--- config.mk ---
export PLATFORM = sky130hd
export DESIGN_NAME = uart_rx_fifo
export DESIGN_NICKNAME = d
export VERILOG_FILES = /design/src/rtl/uart_pkg.sv /design/src/rtl/baud_tick_gen.sv /design/src/rtl/uart_rx_fifo.sv
export SDC_FILE = /design/constraint.sdc
export NUM_CORES = 1
export LEC_CHECK = 0
export BUFFER_PORTS_ARGS = -buffer_cell sky130_fd_sc_hd__buf_2
export CAP_MARGIN = 20
export CORE_UTILIZATION = 60
export CTS_BUF_LIST = sky130_fd_sc_hd__clkbuf_16
export DETAILED_ROUTE_END_ITERATION = 7
export PLACE_DENSITY = 0.79
export REMOVE_ABC_BUFFERS = 1
export SETUP_SLACK_MARGIN = 0.15
export SYNTH_ARGS = -nofsm -noshare
export SYNTH_HDL_FRONTEND = slang
export SYNTH_SLANG_ARGS = --single-unit
--- constraint.sdc ---
create_clock -name clk -period 5.55 [get_ports clk]
set_clock_uncertainty 0.2 [all_clocks]
set_input_delay 0 -clock clk [delete_from_list [all_inputs] [get_ports clk]]
set_output_delay 0 -clock clk [all_outputs]
set_load 0.02 [all_outputs]
--- src/rtl/uart_pkg.sv ---
// rtl/uart_pkg.sv - shared UART constants and receiver state encoding
package uart_pkg;

  typedef enum logic [1:0] {
    ST_IDLE  = 2'd0,
    ST_START = 2'd1,
    ST_DATA  = 2'd2,
    ST_STOP  = 2'd3
  } rx_state_e;

  localparam int DATA_BITS         = 8;
  localparam int DEF_OVERSAMPLE    = 16;
  localparam int DEF_CLKS_PER_TICK = 2;

endpackage

--- src/rtl/baud_tick_gen.sv ---
// rtl/baud_tick_gen.sv - free-running divider giving a one-clk oversample tick
module baud_tick_gen #(
  parameter int CLKS_PER_TICK = 2
) (
  input  logic clk,
  input  logic reset,
  output logic tick
);

  localparam int CW = (CLKS_PER_TICK > 1) ? $clog2(CLKS_PER_TICK) : 1;
  localparam logic [CW-1:0] CNT_LAST = CW'(CLKS_PER_TICK - 1);

  logic [CW-1:0] cnt;

  // Wrap the divider at CLKS_PER_TICK-1; the tick marks the wrap cycle.
  always_ff @(posedge clk or negedge reset) begin
    if (!reset) begin
      cnt <= '0;
    end else if (cnt == CNT_LAST) begin
      cnt <= '0;
    end else begin
      cnt <= cnt + CW'(1);
    end
  end

  assign tick = (cnt == CNT_LAST);

endmodule

--- src/rtl/uart_rx_fifo.sv ---
// rtl/uart_rx_fifo.sv - 8N1 oversampling receiver with FWFT byte FIFO; stop-bit check under UART_RX_FRAME_CHECK_EN
module uart_rx_fifo
  import uart_pkg::*;
#(
  parameter int CLKS_PER_TICK = DEF_CLKS_PER_TICK,
  parameter int OVERSAMPLE    = DEF_OVERSAMPLE,
  parameter int FIFO_AW       = 2
) (
  input  logic                 clk,
  input  logic                 reset,
  input  logic                 rx,
  input  logic                 rd_en,
  output logic [DATA_BITS-1:0] rd_data,
  output logic                 rx_empty,
  output logic                 rx_full,
  output logic                 overrun,
  output logic                 frame_err
);

  localparam int SW    = $clog2(OVERSAMPLE);
  localparam int NW    = $clog2(DATA_BITS);
  localparam int DEPTH = 1 << FIFO_AW;

  localparam logic [SW-1:0] S_MID  = SW'(OVERSAMPLE / 2 - 1);
  localparam logic [SW-1:0] S_LAST = SW'(OVERSAMPLE - 1);
  localparam logic [NW-1:0] N_LAST = NW'(DATA_BITS - 1);

  logic rx_meta;
  logic rxs;
  logic tick;

  rx_state_e            state, state_n;
  logic [SW-1:0]        s, s_n;
  logic [NW-1:0]        n, n_n;
  logic [DATA_BITS-1:0] b, b_n;
  logic                 stop_sample;
  logic                 push_req;

  logic [DATA_BITS-1:0] mem [DEPTH];
  logic [FIFO_AW:0]     wr_ptr;
  logic [FIFO_AW:0]     rd_ptr;
  logic                 do_push;
  logic                 do_pop;

  // Two-flop synchronizer; both stages idle high so reset never looks like a start bit.
  always_ff @(posedge clk or negedge reset) begin
    if (!reset) begin
      rx_meta <= 1'b1;
      rxs     <= 1'b1;
    end else begin
      rx_meta <= rx;
      rxs     <= rx_meta;
    end
  end

  baud_tick_gen #(
    .CLKS_PER_TICK(CLKS_PER_TICK)
  ) u_tick (
    .clk  (clk),
    .reset(reset),
    .tick (tick)
  );

  // Receiver state, tick count, bit count and shift register.
  always_ff @(posedge clk or negedge reset) begin
    if (!reset) begin
      state <= ST_IDLE;
      s     <= '0;
      n     <= '0;
      b     <= '0;
    end else begin
      state <= state_n;
      s     <= s_n;
      n     <= n_n;
      b     <= b_n;
    end
  end

  // Deframing: align on the start-bit centre, then sample once per bit time.
  always_comb begin
    state_n     = state;
    s_n         = s;
    n_n         = n;
    b_n         = b;
    stop_sample = 1'b0;
    case (state)
      ST_IDLE: begin
        if (!rxs) begin
          state_n = ST_START;
          s_n     = '0;
        end
      end
      ST_START: begin
        if (tick) begin
          if (s == S_MID) begin
            if (!rxs) begin
              state_n = ST_DATA;
              s_n     = '0;
              n_n     = '0;
            end else begin
              state_n = ST_IDLE;
            end
          end else begin
            s_n = s + SW'(1);
          end
        end
      end
      ST_DATA: begin
        if (tick) begin
          if (s == S_LAST) begin
            b_n = {rxs, b[DATA_BITS-1:1]};
            s_n = '0;
            n_n = n + NW'(1);
            if (n == N_LAST) begin
              state_n = ST_STOP;
            end
          end else begin
            s_n = s + SW'(1);
          end
        end
      end
      ST_STOP: begin
        if (tick) begin
          if (s == S_LAST) begin
            stop_sample = 1'b1;
            state_n     = ST_IDLE;
          end else begin
            s_n = s + SW'(1);
          end
        end
      end
      default: begin
        state_n = ST_IDLE;
      end
    endcase
  end

`ifdef UART_RX_FRAME_CHECK_EN
  logic frame_err_q;

  assign push_req = stop_sample && rxs;

  // A low stop bit drops the byte and flags it for one cycle.
  always_ff @(posedge clk or negedge reset) begin
    if (!reset) begin
      frame_err_q <= 1'b0;
    end else begin
      frame_err_q <= stop_sample && !rxs;
    end
  end

  assign frame_err = frame_err_q;
`else
  assign push_req  = stop_sample;
  assign frame_err = 1'b0;
`endif

  assign rx_empty = (wr_ptr == rd_ptr);
  assign rx_full  = (wr_ptr[FIFO_AW] != rd_ptr[FIFO_AW]) &&
                    (wr_ptr[FIFO_AW-1:0] == rd_ptr[FIFO_AW-1:0]);
  assign rd_data  = mem[rd_ptr[FIFO_AW-1:0]];

  // A pop in the same cycle frees the slot, so a push into a full FIFO can still land.
  assign do_pop  = rd_en && !rx_empty;
  assign do_push = push_req && (!rx_full || do_pop);

  // FIFO storage is not reset; contents are only visible through non-empty pointers.
  always_ff @(posedge clk) begin
    if (do_push) begin
      mem[wr_ptr[FIFO_AW-1:0]] <= b;
    end
  end

  // Pointer update and overrun pulse for bytes that found no room.
  always_ff @(posedge clk or negedge reset) begin
    if (!reset) begin
      wr_ptr  <= '0;
      rd_ptr  <= '0;
      overrun <= 1'b0;
    end else begin
      if (do_push) begin
        wr_ptr <= wr_ptr + (FIFO_AW + 1)'(1);
      end
      if (do_pop) begin
        rd_ptr <= rd_ptr + (FIFO_AW + 1)'(1);
      end
      overrun <= push_req && rx_full && !do_pop;
    end
  end

endmodule
==> results.sh <==
export IMPL_antenna_found_initial=0
export IMPL_post_dp_cell_area_um2=2660
export IMPL_grt_use_total_pct=22.9
export IMPL_core_area_um2=4060
export IMPL_syn_area_um2=2580
export IMPL_grt_first_pass_wirelength_mm=7.01
export IMPL_rsz0062_at_grt="no"
export IMPL_setup_viol=0
export IMPL_tritoncts="built"
export IMPL_synthesis_instances=160
export IMPL_die_y_um=67.6
export IMPL_relSlewSlack_pct=46.0
export IMPL_drive_gt1_share_pct=26.5
export IMPL_p_clk_share_pct=33.4
export IMPL_rows=23
export IMPL_preCtsSetupSlack_ns=3.28
export IMPL_powerDensity_nw_per_um2=472
export IMPL_grt_pass1_vias=1421
export IMPL_internal_power_uw=955
export IMPL_drcViolationCount=0
export IMPL_place_congestion=0.767
export IMPL_dr_first_iter_drc_count=132
export IMPL_fillers=244
export IMPL_dieArea_um2=4570
export IMPL_synthMostInstantiatedCell="edfxtp_1"
export IMPL_ys_seq_area_share_pct=63.5
export IMPL_pwr_share_comb_pct=23.2
export IMPL_finalCriticalPeriod_ns=2.28
export IMPL_ys_ff_latch=59
export IMPL_hpwl_mm=2.81
export IMPL_cts_resized=0
export IMPL_nets=192
export IMPL_root_buffer="clkbuf_16"
export IMPL_synth_area_leaders="edfxtp_1 (37%), dfrtp_1 (24%), mux4_2 (7.0%), ha_1 (3.9%), mux2_1 (3.5%)"
export IMPL_slew_viol_final=0
export IMPL_final_util_pct=72.4
export IMPL_overflow=0
export IMPL_cts_sinks=59
export IMPL_antenna_cells=0
export IMPL_dr_pass1_iters=4
export IMPL_timing_final_crit_share_pct=41.1
export IMPL_holdWs_ns=0.0329
export IMPL_synth_top_area_share_pct=37.2
export IMPL_synth_edf_count=32
export IMPL_max_clock_freq_mhz=438
export IMPL_power_frac_seq_pct=43.5
export IMPL_detail_route_wl_per_cell_um=17.9
export IMPL_start_kind="register"
export IMPL_die_w_um=67.6
export IMPL_synth_flop_cell="edfxtp_1"
export IMPL_finalInstanceArea_um2=2940
export IMPL_p_sw_share_pct=31.2
export IMPL_path_cells="ha_1, nand4_1, nor2_1, mux2_1"
export IMPL_end_kind="register"
export IMPL_hold_viol=0
export IMPL_worst_slack_ns=3.27
export IMPL_ys_top_cells_by_count="edfxtp_1 (32), dfrtp_1 (25), ha_1 (8), mux2_1 (8), mux4_2 (8)"
export IMPL_grt_max_degree=28
export IMPL_outcome="finished, final reports clean"
export IMPL_post_cts_setup_buffers=0
export IMPL_vias_per_cell=5.74
export IMPL_clk_pin_slew_ns=0.05
export IMPL_portBuffers=14
export IMPL_start_util_pct=63.6
export IMPL_synth_top_area_cell="edfxtp_1"
export IMPL_cpPeakStageDelay_ns=0.68
export IMPL_crit_required_ns=5.54
export IMPL_cp_arrival_ns=2.27
export IMPL_clk_latency_ns=0.32
export IMPL_area_delta_synth_final_pct=13.8
export IMPL_num_io_pins=16
export IMPL_finalSetupTns_ns=0
export IMPL_cts_made_buffers=9
export IMPL_leakage_uw=0.00132
export IMPL_path_class="reg -> reg"
export IMPL_h_tree_depth=3
export IMPL_dr_total_vias=1350
export IMPL_path_max_fanout=11
export IMPL_cpLargestDelayFamily="simple AND/OR/NAND/NOR gates"
export IMPL_ir_drop_uv=252
export IMPL_hp_class="in -> async"
export IMPL_critPathBufInv=0
export IMPL_ant_nets=0
export IMPL_maxCapViolCount=0
export IMPL_p_sw_uw=433
export IMPL_routed_wl_mm=4.21
export IMPL_ys_types=43
export IMPL_yosysWarnings=0
export IMPL_syn_area_per_cell_um2=16.1
export IMPL_clockBufferDepth=2
export IMPL_cp_slowest_cell="nor2_1"
export IMPL_worst_pin_slew_ns=0.806
export IMPL_synthArstFlopShare_pct=45.8
[per-layer routing]
metal  vias to the layer above  global-route usage [%]  part of all wire, %
li1                        647                       -                    -
met1                       667                    26.9                   44
met2                        30                    37.1                   52
met3                         6                    7.09                  2.8
met4                         0                    12.8                  1.5
met5                         -                       0                    0
[power groups by stage]
stage | Combinational, uW | Sequential [uW] | Clock [uW]
global placement | 302 | 604 | 0
detailed placement | 321 | 610 | 0
finish | 322 | 603 | 463
CTS | 326 | 603 | 468
global route | 361 | 614 | 488
floorplan | 262 | 585 | 0
[final cells by class]
| cell class | count | area (um^2) | area share (%) |
|---|---|---|---|
| flip-flops and latches | 59 | 1640 | 55.8 |
| multi-input cells | 89 | 868 | 29.5 |
| clock buffers | 9 | 225 | 7.66 |
| repair buffers | 17 | 100 | 3.41 |
| well taps | 50 | 62.6 | 2.13 |
| clock inverters | 7 | 28.8 | 0.979 |
| inverters | 4 | 15.0 | 0.511 |
[state kept, by name, summed over array words and instances (netlist names), named ones only]
name	flops
mem	32
b	8
s	4
n	3
rd_ptr	3
wr_ptr	3
overrun	1
rx_meta	1
rxs	1
state	1
u_tick.tick	1
[final timing paths]
| path | end | startpoint | depth (start not counted) | slack, ns |
|---|---|---|---|---|
| worst min-delay path | b[4]$_DFFE_PN0P_ | reset | 2 | 0.03 |
| worst min register to register | rxs$_DFF_PN1_ | rx_meta$_DFF_PN1_ | 0 | 0.15 |
| max in group asynchronous | overrun$_DFF_PN0_ | reset | 2 | 4.71 |
| worst max-delay path | b[4]$_DFFE_PN0P_ | s[0]$_DFFE_PN0P_ | 4 | 3.27 |
| worst max register to register | b[4]$_DFFE_PN0P_ | s[0]$_DFFE_PN0P_ | 4 | 3.27 |
| min in group clk | rx_meta$_DFF_PN1_ | rx | 2 | 0.13 |
[worst register-to-register path: cells and delay by family (launching register included)]
kind / cells / cell delay [ns]
muxes: 1 / 0.40
DFF: 1 / 0.39
and+or+nand+nor: 2 / 0.88
adders and majority gates: 1 / 0.30
[cell usage in the layout, fill, tap and decap left out, types with 2 or more instances in the layout]
| cell type | instances |
|---|---|
| edfxtp_1 | 32 |
| dfrtp_1 | 25 |
| buf_2 | 14 |
| clkbuf_16 | 9 |
| mux4_2 | 8 |
| mux2_1 | 8 |
| ha_1 | 8 |
| inv_1 | 7 |
| nand2_1 | 6 |
| nor2_1 | 6 |
| and3_1 | 5 |
| a22o_1 | 5 |
| nand3_1 | 4 |
| xnor2_2 | 3 |
| o21ai_1 | 3 |
| mux2_2 | 3 |
| dlygate4sd3_1 | 3 |
| nor3_1 | 2 |
| nand2b_1 | 2 |
| a21oi_1 | 2 |
| xor2_1 | 2 |
| xnor2_1 | 2 |
| clkinv_2 | 2 |
| clkinv_1 | 2 |
| dfstp_2 | 2 |
[cell families after synthesis]
kind of cell	count (synthesis)	synth area share [%]
buffers and inverters	12	2.91
other	1	0.145
adders and majority gates	8	3.88
DFF	59	63.5
AOI/OAI and AO/OA	20	6.06
xor gates and xnor gates	8	3.88
and+or+nand+nor	33	7.90
muxes	19	11.8
[per-stage QoR]
stage          power, uW  std cells
2_1_floorplan        847        152
3_3_place_gp         906        216
3_5_place_dp         931        216
4_1_cts             1400        235
5_1_grt             1460        235
6_report            1390        235
[what timing repair did]
action                     CTS  global route
setup endpoints to repair    0             0
hold buffers                 3             0
hold endpoints to repair    33             0
Power figures use the tool's default switching activity.
